--- src/rtl/divider_pkg.sv ---
// Shared widths, iteration count and FSM encoding for the restoring divider.
package divider_pkg;

  localparam int unsigned DIV_W      = 32;
  localparam int unsigned ITERATIONS = 32;
  localparam int unsigned CNT_W      = $clog2(ITERATIONS);

  typedef enum logic [1:0] {
    ST_IDLE = 2'd0,
    ST_CALC = 2'd1,
    ST_DONE = 2'd2
  } state_t;

endpackage

--- src/rtl/divider_step.sv ---
// One restoring-division iteration: shift in the next dividend bit, trial-subtract, emit one quotient bit.
module divider_step
  import divider_pkg::*;
(
  input  logic [DIV_W-1:0] i_remainder,
  input  logic [DIV_W-1:0] i_quotient,
  input  logic [DIV_W-1:0] i_divisor,
  output logic [DIV_W-1:0] o_remainder_c,
  output logic [DIV_W-1:0] o_quotient_c
);

  logic [DIV_W:0]   w_trial;
  logic [DIV_W-1:0] w_diff;
  logic             w_bit;

  // Trial value is 33 bits so divisors above 2^31 compare correctly.
  always_comb begin
    w_trial       = {i_remainder, i_quotient[DIV_W-1]};
    w_bit         = (w_trial >= {1'b0, i_divisor});
    w_diff        = DIV_W'(w_trial - {1'b0, i_divisor});
    o_remainder_c = w_bit ? w_diff : w_trial[DIV_W-1:0];
    o_quotient_c  = {i_quotient[DIV_W-2:0], w_bit};
  end

endmodule

--- src/rtl/divider.sv ---
// 32-bit unsigned restoring divider, one quotient bit per clock.
// Define DIVIDER_DEBUG_EN to expose internal state on the debug_* ports (tied to 0 otherwise).
module divider
  import divider_pkg::*;
(
  input  logic                 clk,
  input  logic                 reset,
  input  logic                 ready_i,
  input  logic [DIV_W-1:0]     dividend_i,
  input  logic [DIV_W-1:0]     divisor_i,
  output logic                 valid_o,
  output logic [DIV_W-1:0]     quotient_o,
  output logic [DIV_W-1:0]     remainder_o,
  output logic [1:0]           debug_state,
  output logic [2*DIV_W-2:0]   debug_shift_reg,
  output logic [DIV_W-1:0]     debug_divisor
);

  localparam logic [CNT_W-1:0] LAST_CNT = CNT_W'(ITERATIONS - 1);

  state_t           r_state;
  state_t           w_next_state;
  logic             w_start;
  logic             w_calc;
  logic             w_finish;

  logic [DIV_W-1:0] r_divisor;
  logic [DIV_W-1:0] r_quot_work;
  logic [DIV_W-1:0] r_rem_work;
  logic [CNT_W-1:0] r_count;
  logic             r_valid;
  logic [DIV_W-1:0] r_quotient;
  logic [DIV_W-1:0] r_remainder;
  logic [DIV_W-1:0] w_rem_next;
  logic [DIV_W-1:0] w_quot_next;

  // State register
  always_ff @(posedge clk or posedge reset) begin
    if (reset) r_state <= ST_IDLE;
    else       r_state <= w_next_state;
  end

  // Next-state logic; the unused encoding falls back to IDLE
  always_comb begin
    w_next_state = r_state;
    case (r_state)
      ST_IDLE: if (ready_i) w_next_state = ST_CALC;
      ST_CALC: if (r_count == LAST_CNT) w_next_state = ST_DONE;
      ST_DONE: w_next_state = ST_IDLE;
      default: w_next_state = ST_IDLE;
    endcase
  end

  // Datapath control decoded from the current state
  always_comb begin
    w_start  = 1'b0;
    w_calc   = 1'b0;
    w_finish = 1'b0;
    case (r_state)
      ST_IDLE: w_start = ready_i;
      ST_CALC: begin
        w_calc   = 1'b1;
        w_finish = (r_count == LAST_CNT);
      end
      default: ;
    endcase
  end

  divider_step u_step (
    .i_remainder   (r_rem_work),
    .i_quotient    (r_quot_work),
    .i_divisor     (r_divisor),
    .o_remainder_c (w_rem_next),
    .o_quotient_c  (w_quot_next)
  );

  // Work registers, counter and result registers; results load on the final CALC edge
  always_ff @(posedge clk or posedge reset) begin
    if (reset) begin
      r_divisor   <= '0;
      r_quot_work <= '0;
      r_rem_work  <= '0;
      r_count     <= '0;
      r_valid     <= 1'b0;
      r_quotient  <= '0;
      r_remainder <= '0;
    end else begin
      r_valid <= w_finish;
      if (w_start) begin
        r_divisor   <= divisor_i;
        r_quot_work <= dividend_i;
        r_rem_work  <= '0;
        r_count     <= '0;
      end else if (w_calc) begin
        r_quot_work <= w_quot_next;
        r_rem_work  <= w_rem_next;
        r_count     <= r_count + CNT_W'(1);
      end
      if (w_finish) begin
        r_quotient  <= w_quot_next;
        r_remainder <= w_rem_next;
      end
    end
  end

  assign valid_o     = r_valid;
  assign quotient_o  = r_quotient;
  assign remainder_o = r_remainder;

`ifdef DIVIDER_DEBUG_EN
  assign debug_state     = r_state;
  assign debug_shift_reg = {r_rem_work[DIV_W-2:0], r_quot_work};
  assign debug_divisor   = r_divisor;
`else
  assign debug_state     = 2'd0;
  assign debug_shift_reg = '0;
  assign debug_divisor   = '0;
`endif

endmodule

--- config.mk ---
export PLATFORM = sky130hd
export DESIGN_NAME = divider
export DESIGN_NICKNAME = d
export VERILOG_FILES = /design/src/rtl/divider_pkg.sv /design/src/rtl/divider_step.sv /design/src/rtl/divider.sv
export SDC_FILE = /design/constraint.sdc
export NUM_CORES = 1
export LEC_CHECK = 0
export CORE_MARGIN = 2
export CORE_UTILIZATION = 50
export DETAILED_ROUTE_END_ITERATION = 6
export PLACE_DENSITY = 0.8
export SYNTH_ARGS = -nofsm -noshare
export SYNTH_HDL_FRONTEND = slang
export SYNTH_SLANG_ARGS = --single-unit
--- constraint.sdc ---
create_clock -name clk -period 7 [get_ports clk]
set_input_delay 0.7 -clock clk [delete_from_list [all_inputs] [get_ports clk]]
set_output_delay 0.7 -clock clk [all_outputs]
set_load 0.01 [all_outputs]
# ---- After elaboration in Yosys (flattened, before gate mapping)
# Index checks and enable logic that the tools add are counted.
dict set report totals {
  reg_bits 168
  latch_bits 0
  ram_bits 0
  romBits 0
  in_bits 67
  output_inout_bits 162
  wordCells 31
  n_memories 0
}
dict set report classes {
  n_addsub 2
  mul 0
  n_div 0
  n_lt_le_gt_ge 1
  eq_ne 4
  shift 0
  mux 13
  bitwise 0
  reduce_logical 3
}
# op n
set op_table {}
lappend op_table {{$mux 32} 5}
lappend op_table {{$ge 33x32->1} 1}
lappend op_table {{$sub 32x32->32} 1}
lappend op_table {{$mux 5} 2}
lappend op_table {{$add 5x1->5 const B} 1}
lappend op_table {{$eq 5x5->1 const B} 1}
lappend op_table {{$mux 2} 2}
lappend op_table {{$ne 2x2->1 const B} 2}
lappend op_table {{$pmux 2 s2} 1}
lappend op_table {{$mux 1} 3}
lappend op_table {{$eq 2x1->1 const B} 1}
lappend op_table {{$logic_not 2->1} 1}
lappend op_table {{$reduce_and 2->1} 1}
lappend op_table {{$reduce_bool 2->1} 1}

# ---- Depth between registers and ports, before layout
# Gate-level depths: netlist (run 1).
dict set report depth {
  ltp_word 4
  mapped_depth 15
  depth_no_buf 13
}

# ---- Modules after synthesis
# A second synthesis (run 1) with hierarchy kept.
dict set report unflattened {
  hier_cells 901
  area_unflattened_um2 9778.1
}
# module instances cells_per_inst area_per_inst_um2 seq_area_each_um2
set by_module_without_submodules {}
lappend by_module_without_submodules {divider 1 546 7206.9 4204.0}
lappend by_module_without_submodules {divider_step 1 355 2571.2 0.0}

# ---- Worst setup path after synthesis (run 1)
# No wires, ideal clock.
dict set report synth_timing {
  kind {flip-flop to flip-flop}
  from {register r_rem_work[1]}
  to {register r_rem_work[25]}
  setup_time_ns 0.131
  arrival_ns 2.526
  required_time_ns 6.869
  path_slack_ns 4.342
  path_stages_with_launch 12
  path_buffers 0
  synth_period_minus_slack_ns 2.658
  cell_sequence {dfrtp_1 ha_1 a21oi_2 o21ai_2 a221o_1 a31oi_1 a31o_2 o21ai_2 a2111o_1 a31o_1 a31oi_1 o21ai_1}
}
dict set report synth_via {
  elab_chain_cells 4
  word_cells_on_any_way 5
  classes_between {add/sub (1); order compare (1); mux (3)}
}
# element line
set synth_lines {}
lappend synth_lines {{from (decl)} divider.sv:29} ;# logic [DIV_W-1:0] r_rem_work;
lappend synth_lines {{from (signal assigned)} divider.sv:96} ;# r_rem_work <= w_rem_next;
lappend synth_lines {{$sub 32x32->32 / $ge 33x32->1 (equally long branches)} {divider_step.sv:20, divider_step.sv:19}}
lappend synth_lines {{$mux 32 *} divider_step.sv:21} ;# o_remainder_c = w_bit ? w_diff : w_trial[DIV_W-1:0];
lappend synth_lines {{$mux 32 *} divider.sv:94} ;# end else if (w_calc) begin
lappend synth_lines {{$mux 32 *} divider.sv:89} ;# if (w_start) begin
# Mark *: on every way between the ends. The rest lies on a longest branch, timed or not. The select of a mux whose other input is x is not followed.
# A chain may end at the register's enable or synchronous reset.

# ---- Worst setup path in the final report (run 1)
dict set report layout_timing {
  from {register r_rem_work[6]}
  to {register r_remainder[9] (netlist: remainder_o[9])}
}
dict set report layout_via {
  elab_chain_cells 2
  word_cells_on_any_way 3
  classes_between {add/sub (1); order compare (1); mux (1)}
}
# element line
set layout_lines {}
lappend layout_lines {{$sub 32x32->32 / $ge 33x32->1 (equally long branches)} {divider_step.sv:20, divider_step.sv:19}}
lappend layout_lines {{$mux 32 *} divider_step.sv:21}
lappend layout_lines {{to (signal assigned)} divider.sv:101} ;# r_remainder <= w_rem_next;
lappend layout_lines {{to (decl)} divider.sv:33} ;# logic [DIV_W-1:0] r_remainder;
# Mark *: on every way between the ends. The rest lies on a longest branch, timed or not.

==> results.md, run 1 <==
## Outcome
- finished, final reports clean — status

## Worst setup path
- register — kind of capture point of the worst setup path
- 3.61 ns — worst endpoint data arrival time
- 3.69 ns — setup slack, reg-to-reg
- 49 — largest fanout on the critical path
- reg -> reg — kind of critical path
- r_rem_work[6]$_DFFE_PP0P_ — Crit Reg-Reg Startpoint
- r_rem_work[6]$_DFFE_PP0P_ — crit path launch
- register — startpoint class of the critical path
- remainder_o[9]$_DFFE_PP0P_ — endpoint of the most critical register-to-register path
- 11 — R2R cell count
- 7.30 ns — data required time of the worst path

## Synthesis
- sky130_fd_sc_hd__nand2_1 — most frequent cell after synthesis
- sky130_fd_sc_hd__dfrtp_1 — top_reg_cell synth
- 0 — number of warnings printed during yosys synthesis
- sky130_fd_sc_hd__dfrtp_1 (46%), sky130_fd_sc_hd__buf_4 (7.9%), sky130_fd_sc_hd__nand2_1 (6.9%), sky130_fd_sc_hd__ha_1 (4.6%), sky130_fd_sc_hd__o21ai_1 (4.0%) — cells taking the most area after synthesis
- 100% — share of synthesized registers carrying an async set or reset
- 9.20 sq um — Synth Area per Inst
- 0 — Post-synth EDFFs
- 45.9% — fraction of the yosys area taken by sequential cells
- 0.00916 sq mm — post-synthesis instance area
- 59 — number of different library cells in the post-synthesis netlist
- 45.9% — proportion of netlist area held by the largest area contributor
- sky130_fd_sc_hd__dfrtp_1 — biggest area consumer among synthesized cells
- sky130_fd_sc_hd__nand2_1 (169), sky130_fd_sc_hd__dfrtp_1 (168), sky130_fd_sc_hd__buf_4 (97) — top cell types by occurrence after synthesis
- 996 — number of instances in the synthesized netlist
- 168 — Yosys reg bits

## Clocking
- 17 — total CTS buffers
- 0 — CTS Hold Buffers Added
- 0 — buffers inserted during post-CTS setup optimization
- 168 — Clock Sink Count
- 0.44 ns — Worst-Skew Late Latency
- 4 — CTS H-tree lvls
- done — TritonCTS clock tree
- sky130_fd_sc_hd__clkbuf_16 — cell chosen for the clock root
- 0.07 ns — Worst-path clk slew
- 2 — Max Root-Sink Buffers
- 0 — number of gates given a new drive strength after cts

## Timing
- 1.05 ns — actual slew at the worst max-slew pin
- 0.485 ns — worst hold margin
- 0 — Hold Vio Cnt, Final
- 3.31 ns — minimum clock period
- 29.9% — relative slew slack
- 47.2% — final worst-path cycle share
- 302 MHz — timing-limited maximum frequency
- 0 — number of slew-limit violations in the final report
- 0 — final number of setup-violating endpoints
- 0 ns — setup_tns
- 0.00930 ns — final setup skew
- false — unrepaired setup endpoints after global routing

## Route
- 20.1 mm — final wirelength
- 359 — Iter 0 DRT Violations
- 14.9 um — per-cell routed wire length
- 0 — Remaining DRCs
- 7022 — total vias in the final route
- 5 — number of optimization iterations in the first detailed-route pass
- 5.21 — via density per instance
- 0 — DRT antenna net count

## Power
- 4.94 nW — leakage power
- 5.85 mW — total power after layout
- 275 uV — Max rail drop VDD
- 540 mW/mm^2 — power per cell area

## Global route
- 21.1% — combined global-route utilization of all metal layers
- 33.2 mm — global-route wire length before repair
- 0 — final global-route overflow total
- 0 — number of antenna violations at the first check in global routing
- 90 — pin count of the biggest net entering global routing
- 6837 — vias in the first global route

## Die
- 229 — total I/O pin count
- 0.0180 sq mm — Core Region
- 51.0% — initial standard-cell utilization of the core
- 0.0194 sq mm — floorplan die area
- 139 um — die span in x
- 139 um — Die Ht
- 49 — row count

## Place
- 0.864 — final RePlAce weighted congestion
- 13.9 mm — HPWL reported at the end of detailed placement
- 131 — number of port buffers

## Finish
- 60.4% — final cell utilization of the core
- 18.3% — area growth from synthesis to layout
- 1209 — Total Nets Final
- 8.04% — share of final-layout standard cells stronger than drive strength 1
- 0 — Antenna Diode Count
- 1544 — number of filler instances in the final layout

## Min path
- 2 — Hold Crit Depth
- remainder_o[7]$_DFFE_PP0P_ — start point of the worst hold path
- remainder_o[7]$_DFFE_PP0P_ — Worst Hold Endpoint
- reg -> reg — Hold WC Path Type

## Run
- 0 — number of violations of the max-capacitance limit

how the worst max path moves through the flow:
stage                                              to  slack [ns]  cells past startpoint
after floorplan             quotient_o[0]$_DFFE_PP0P_        1.75                      1
after global placement      r_rem_work[9]$_DFFE_PP0P_        3.82                     10
after detailed placement  remainder_o[29]$_DFFE_PP0P_        3.75                     10
after CTS                   r_rem_work[9]$_DFFE_PP0P_        3.71                     11
after global routing        r_rem_work[4]$_DFFE_PP0P_        3.46                     11
final                      remainder_o[9]$_DFFE_PP0P_        3.69                     11
placed cells by master, fill, tap and decap left out, types with 6 or more instances in the layout:
cell                              Yosys  final
sky130_fd_sc_hd__o21ai_1             73     73
sky130_fd_sc_hd__a31oi_1             20     20
sky130_fd_sc_hd__ha_1                34     34
sky130_fd_sc_hd__mux2_2              32     32
sky130_fd_sc_hd__inv_1               49     48
sky130_fd_sc_hd__nand3_1             39     39
sky130_fd_sc_hd__a22oi_1             16     16
sky130_fd_sc_hd__a21oi_1             26     26
sky130_fd_sc_hd__nor2_1              37     37
sky130_fd_sc_hd__xnor2_1             14     14
sky130_fd_sc_hd__xor2_1               8      8
sky130_fd_sc_hd__nand4_1              6      6
sky130_fd_sc_hd__clkdlybuf4s50_1      0    131
sky130_fd_sc_hd__inv_6                0      8
sky130_fd_sc_hd__conb_1               1     97
sky130_fd_sc_hd__nor2b_1              8      7
sky130_fd_sc_hd__a21o_1              11     11
sky130_fd_sc_hd__o21ai_0             58     58
sky130_fd_sc_hd__dfrtp_1            168    168
sky130_fd_sc_hd__mux2i_1             17     17
sky130_fd_sc_hd__buf_4               97      8
sky130_fd_sc_hd__nand2_1            169    167
sky130_fd_sc_hd__clkbuf_16            0     17
per-layer routing:
layer,GRT usage (%),wire [um]
met5,0,0
met1,26.3,8710
met4,8.13,391
met3,6.95,1410
met2,34.1,9590
power by group:
part	leakage (nW)	switching, mW	internal, mW
registers	2.05	0.251	1.40
logic	2.62	1.88	1.42
clock network	0.276	0.415	0.482
critical path, cell delays in order (launching register included):
cell and delay (ns):
sky130_fd_sc_hd__dfrtp_1 0.40, sky130_fd_sc_hd__ha_1 0.39, sky130_fd_sc_hd__nand3_1 0.12, sky130_fd_sc_hd__nor2_1 0.19
sky130_fd_sc_hd__a221o_1 0.23, sky130_fd_sc_hd__a21bo_2 0.19, sky130_fd_sc_hd__a21oi_2 0.07, sky130_fd_sc_hd__o211ai_1 0.18
sky130_fd_sc_hd__a41o_2 0.91, sky130_fd_sc_hd__nand2_1 0.18, sky130_fd_sc_hd__o21ai_1 0.19, sky130_fd_sc_hd__o21ai_1 0.08
kinds of logic (layout without fill, tap and decap cells):
family / count (synthesis) / count (layout) / synth area share, %
compound gates: 245 / 245 / 16.0
other cells: 1 / 97 / 0.0409
buf+inv: 192 / 220 / 12.0
mux: 49 / 49 / 5.79
xor+xnor: 22 / 22 / 2.10
simple gates: 284 / 284 / 13.3
flops: 168 / 168 / 45.9
fa+ha+maj: 35 / 35 / 4.86
state kept, by name (all words and copies together) (netlist names):
signal       cells
r_rem_work      32
valid_o          1
r_divisor       32
r_count          5
quotient_o      32
r_quot_work     32
r_state          2
remainder_o     32
stage by stage:
stage | cells | setup slack, ns | instance area (sq um)
floorplan | 1092 | 1.75 | 9520
global placement | 1317 | 3.82 | 10300
detailed placement | 1317 | 3.75 | 10300
CTS | 1349 | 3.71 | 10800
global route | 1349 | 3.46 | 10800
finish | 1349 | 3.69 | 10800
final cells by class:
class	instances	area, sq um	area share (%)
flip-flops and latches	168	4200	38.8
well taps	229	287	2.64
clock buffers	19	453	4.18
multi-input cells	732	4230	39.0
inverters	49	189	1.74
clock inverters	13	109	1.00
repair buffers	139	1370	12.6
Note: power is estimated with default switching activity, not from simulation.
==> run 2: changes to the inputs <==
--- a/config.mk
+++ b/config.mk
@@ -6,9 +6,9 @@
 export NUM_CORES = 1
 export LEC_CHECK = 0
 export CORE_MARGIN = 2
-export CORE_UTILIZATION = 50
+export CORE_UTILIZATION = 45
 export DETAILED_ROUTE_END_ITERATION = 6
-export PLACE_DENSITY = 0.8
+export PLACE_DENSITY = 0.76
 export SYNTH_ARGS = -nofsm -noshare
 export SYNTH_HDL_FRONTEND = slang
 export SYNTH_SLANG_ARGS = --single-unit
==> constraint.sdc (replaced) <==
create_clock -name clk -period 3 [get_ports clk]
set_input_delay 0.3 -clock clk [delete_from_list [all_inputs] [get_ports clk]]
set_output_delay 0.3 -clock clk [all_outputs]
set_load 0.01 [all_outputs]
==> run 2 against run 1 <==
- flip-flop and latch count did not move
- die area grew 11%
- clock power grew 140%
- first-iteration DRC count down 4.5%
- fmax grew 14%
- routed wire length increased by 4.0%
- sequential share of layout area decreased by 1.0 points
- largest cell class unchanged
==> results.md, run 2 (synthesized netlist as in run 1, its figures left out) <==
## Die
- 0.0201 sq mm — Core Region, +12%
- 45.6% — initial standard-cell utilization of the core, -5.4 points
- 229 — total I/O pin count, unchanged
- 52 — row count, +6.1%
- 0.0215 sq mm — floorplan die area, +11%
- 147 um — die span in x, +5.3%
- 147 um — Die Ht, +5.3%

## Clocking
- 0.44 ns — Worst-Skew Late Latency, about the same
- sky130_fd_sc_hd__clkbuf_16 — cell chosen for the clock root
- 0.06 ns — Worst-path clk slew, about the same
- 0 — CTS Hold Buffers Added, unchanged
- 2 — Max Root-Sink Buffers, unchanged
- 168 — Clock Sink Count, unchanged
- 17 — total CTS buffers, unchanged
- done — TritonCTS clock tree
- 4 — CTS H-tree lvls, unchanged

## Power
- 5.01 nW — leakage power, +1.2%
- 1280 mW/mm^2 — power per cell area, +140%
- 14.3 mW — total power after layout, +140%
- 597 uV — Max rail drop VDD, +120%

## Timing
- 0.00968 ns — final setup skew, +0.000380 ns
- 96.8% — final worst-path cycle share, +50 points
- 0.0953 ns — post-route worst setup slack, -3.60 ns
- 0 — Hold Vio Cnt, Final, unchanged
- 0 — number of slew-limit violations in the final report, unchanged
- 48.6% — relative slew slack, +19 points
- 344 MHz — timing-limited maximum frequency, +14%
- 2.90 ns — minimum clock period, -0.401 ns
- 0.771 ns — actual slew at the worst max-slew pin, -0.280 ns
- 0 — final number of setup-violating endpoints, unchanged

## Worst setup path
- register — startpoint class of the critical path
- r_rem_work[25]$_DFFE_PP0P_ — endpoint of the most critical register-to-register path
- 3.31 ns — data required time of the worst path, -3.99 ns
- 12 — R2R cell count, +1
- 0.1 ns — setup slack, reg-to-reg, -3.60 ns
- r_divisor[2]$_DFFE_PP0P_ — Crit Reg-Reg Startpoint
- 4 — largest fanout on the critical path, -92%
- reg -> reg — kind of critical path
- register — kind of capture point of the worst setup path
- 3.21 ns — worst endpoint data arrival time, -0.40 ns

## Route
- 14.9 um — per-cell routed wire length, +0.30%
- 343 — Iter 0 DRT Violations, -4.5%
- 0 — DRT antenna net count, unchanged
- 20.9 mm — final wirelength, +4.0%
- 7096 — total vias in the final route, +1.1%
- 0 — Remaining DRCs, unchanged
- 5 — number of optimization iterations in the first detailed-route pass, unchanged
- 5.07 — via density per instance, -2.6%

## Global route
- 34.0 mm — global-route wire length before repair, +2.5%
- 108 — pin count of the biggest net entering global routing, +20%
- 0 — number of antenna violations at the first check in global routing, unchanged
- 6843 — vias in the first global route, +0.088%
- 19.5% — combined global-route utilization of all metal layers, -1.6 points
- 0 — final global-route overflow total, unchanged

## Place
- 0.858 — final RePlAce weighted congestion, -0.68%
- 131 — number of port buffers, unchanged
- 0.0104 sq mm — post-place instance area, +1.4%
- 1366 — cell total after placement, +3.7%
- 14.6 mm — HPWL reported at the end of detailed placement, +4.4%
- -0.00654 ns — Place WS, -3.76 ns

## Run
- 0 — number of violations of the max-capacitance limit, unchanged

## Finish
- 1399 — final cell count without fillers, +3.7%
- sky130_fd_sc_hd__dfrtp_1 (168), sky130_fd_sc_hd__nand2_1 (167), sky130_fd_sc_hd__clkdlybuf4s50_1 (131) — highest-count cells in the layout ignoring fill and taps
- 10.1% — share of final-layout standard cells stronger than drive strength 1, +2.1 points
- 1219 — Total Nets Final, +0.83%
- 0.0111 sq mm — cell area after layout, +2.8%
- 0 — Antenna Diode Count, unchanged
- 21.6% — area growth from synthesis to layout
- sky130_fd_sc_hd__dfrtp_1 — most common cell after layout, fill and taps aside

## Min path
- in -> async — Hold WC Path Type

## Outcome
- finished, final reports clean — status

run 2: cell types whose count changed in the layout (fill, tap and decap cells not counted), moves of 3 or more:
cell / previous run / this run
sky130_fd_sc_hd__inv_6: 8 / 1
sky130_fd_sc_hd__buf_4: 8 / 14
sky130_fd_sc_hd__mux2i_1: 17 / 11
sky130_fd_sc_hd__mux2i_2: 0 / 4
sky130_fd_sc_hd__buf_12: 0 / 3
run 2: critical path, cell delays in order, from the launching register on:
cell and delay, ns:
sky130_fd_sc_hd__dfrtp_1 0.36, sky130_fd_sc_hd__inv_1 0.13, sky130_fd_sc_hd__ha_4 0.24, sky130_fd_sc_hd__a21oi_2 0.14
sky130_fd_sc_hd__o21ai_2 0.09, sky130_fd_sc_hd__a221o_1 0.37, sky130_fd_sc_hd__a31oi_2 0.19, sky130_fd_sc_hd__a31o_2 0.22
sky130_fd_sc_hd__o21ai_2 0.12, sky130_fd_sc_hd__a2111o_1 0.41, sky130_fd_sc_hd__a31o_1 0.19, sky130_fd_sc_hd__a31oi_2 0.24
sky130_fd_sc_hd__o21ai_1 0.08
run 2: timing repair:
item,4_1_cts,5_1_grt
endpoints found under the setup margin,2,52
gates cloned,0,1
pin swaps,1,1
setup buffers,1,0
gates resized for setup,0,20
run 2: area by class of cell:
class | instances | area [sq um]
clock buffers | 21 | 460
clock inverters | 10 | 120
well taps | 270 | 338
inverters | 49 | 188
multi-input cells | 732 | 4330
repair buffers | 149 | 1500
flip-flops and latches | 168 | 4200
fillers | 1794 | 8960
run 2: worst max-delay path by stage:
stage	end	slack, ns	cells past startpoint	from
floorplan	r_rem_work[25]$_DFFE_PP0P_	0.34	11	r_rem_work[1]$_DFFE_PP0P_
global placement	remainder_o[22]$_DFFE_PP0P_	0.12	13	r_quot_work[31]$_DFFE_PP0P_
detailed placement	r_rem_work[22]$_DFFE_PP0P_	-0.007	12	r_divisor[0]$_DFFE_PP0P_
CTS	r_rem_work[25]$_DFFE_PP0P_	0.02	11	r_rem_work[1]$_DFFE_PP0P_
global route	r_rem_work[25]$_DFFE_PP0P_	-0.02	12	r_divisor[2]$_DFFE_PP0P_
finish	r_rem_work[25]$_DFFE_PP0P_	0.1	12	r_divisor[2]$_DFFE_PP0P_
run 2: where the power goes:
part / leakage, nW / internal (mW) / switching (mW)
combinational: 2.68 / 3.66 / 4.58
sequential: 2.05 / 3.27 / 0.610
clock: 0.280 / 1.27 / 0.912
total: 5.01 / 8.20 / 6.10
run 2: metal layers:
layer	share of wire (%)	track usage, %
met3	8.3	7.33
met2	48	31.5
met1	43	24.8
met4	1.2	5.00
met5	0	0
run 2: stage by stage:
| stage | hold slack (ns) | setup TNS, ns | utilization (%) |
|---|---|---|---|
| 6_report | 0.385 | 0 | 55.4 |
| 5_1_grt | 0.434 | -0.0179 | 55.4 |
| 4_1_cts | 0.397 | 0 | 54.8 |
| 3_5_place_dp | 0.479 | -0.00838 | 51.9 |
| 3_3_place_gp | 0.469 | 0 | 51.9 |
| 2_1_floorplan | 0.405 | 0 | - |
==> run 3: changes to the inputs <==
--- a/config.mk
+++ b/config.mk
@@ -9,6 +9,7 @@
 export CORE_UTILIZATION = 45
 export DETAILED_ROUTE_END_ITERATION = 6
 export PLACE_DENSITY = 0.76
+export SLEW_MARGIN = 20
 export SYNTH_ARGS = -nofsm -noshare
 export SYNTH_HDL_FRONTEND = slang
 export SYNTH_SLANG_ARGS = --single-unit
==> results of run 3 <==
Same layout as run 2: the final DEF is identical, and so are final timing and power.
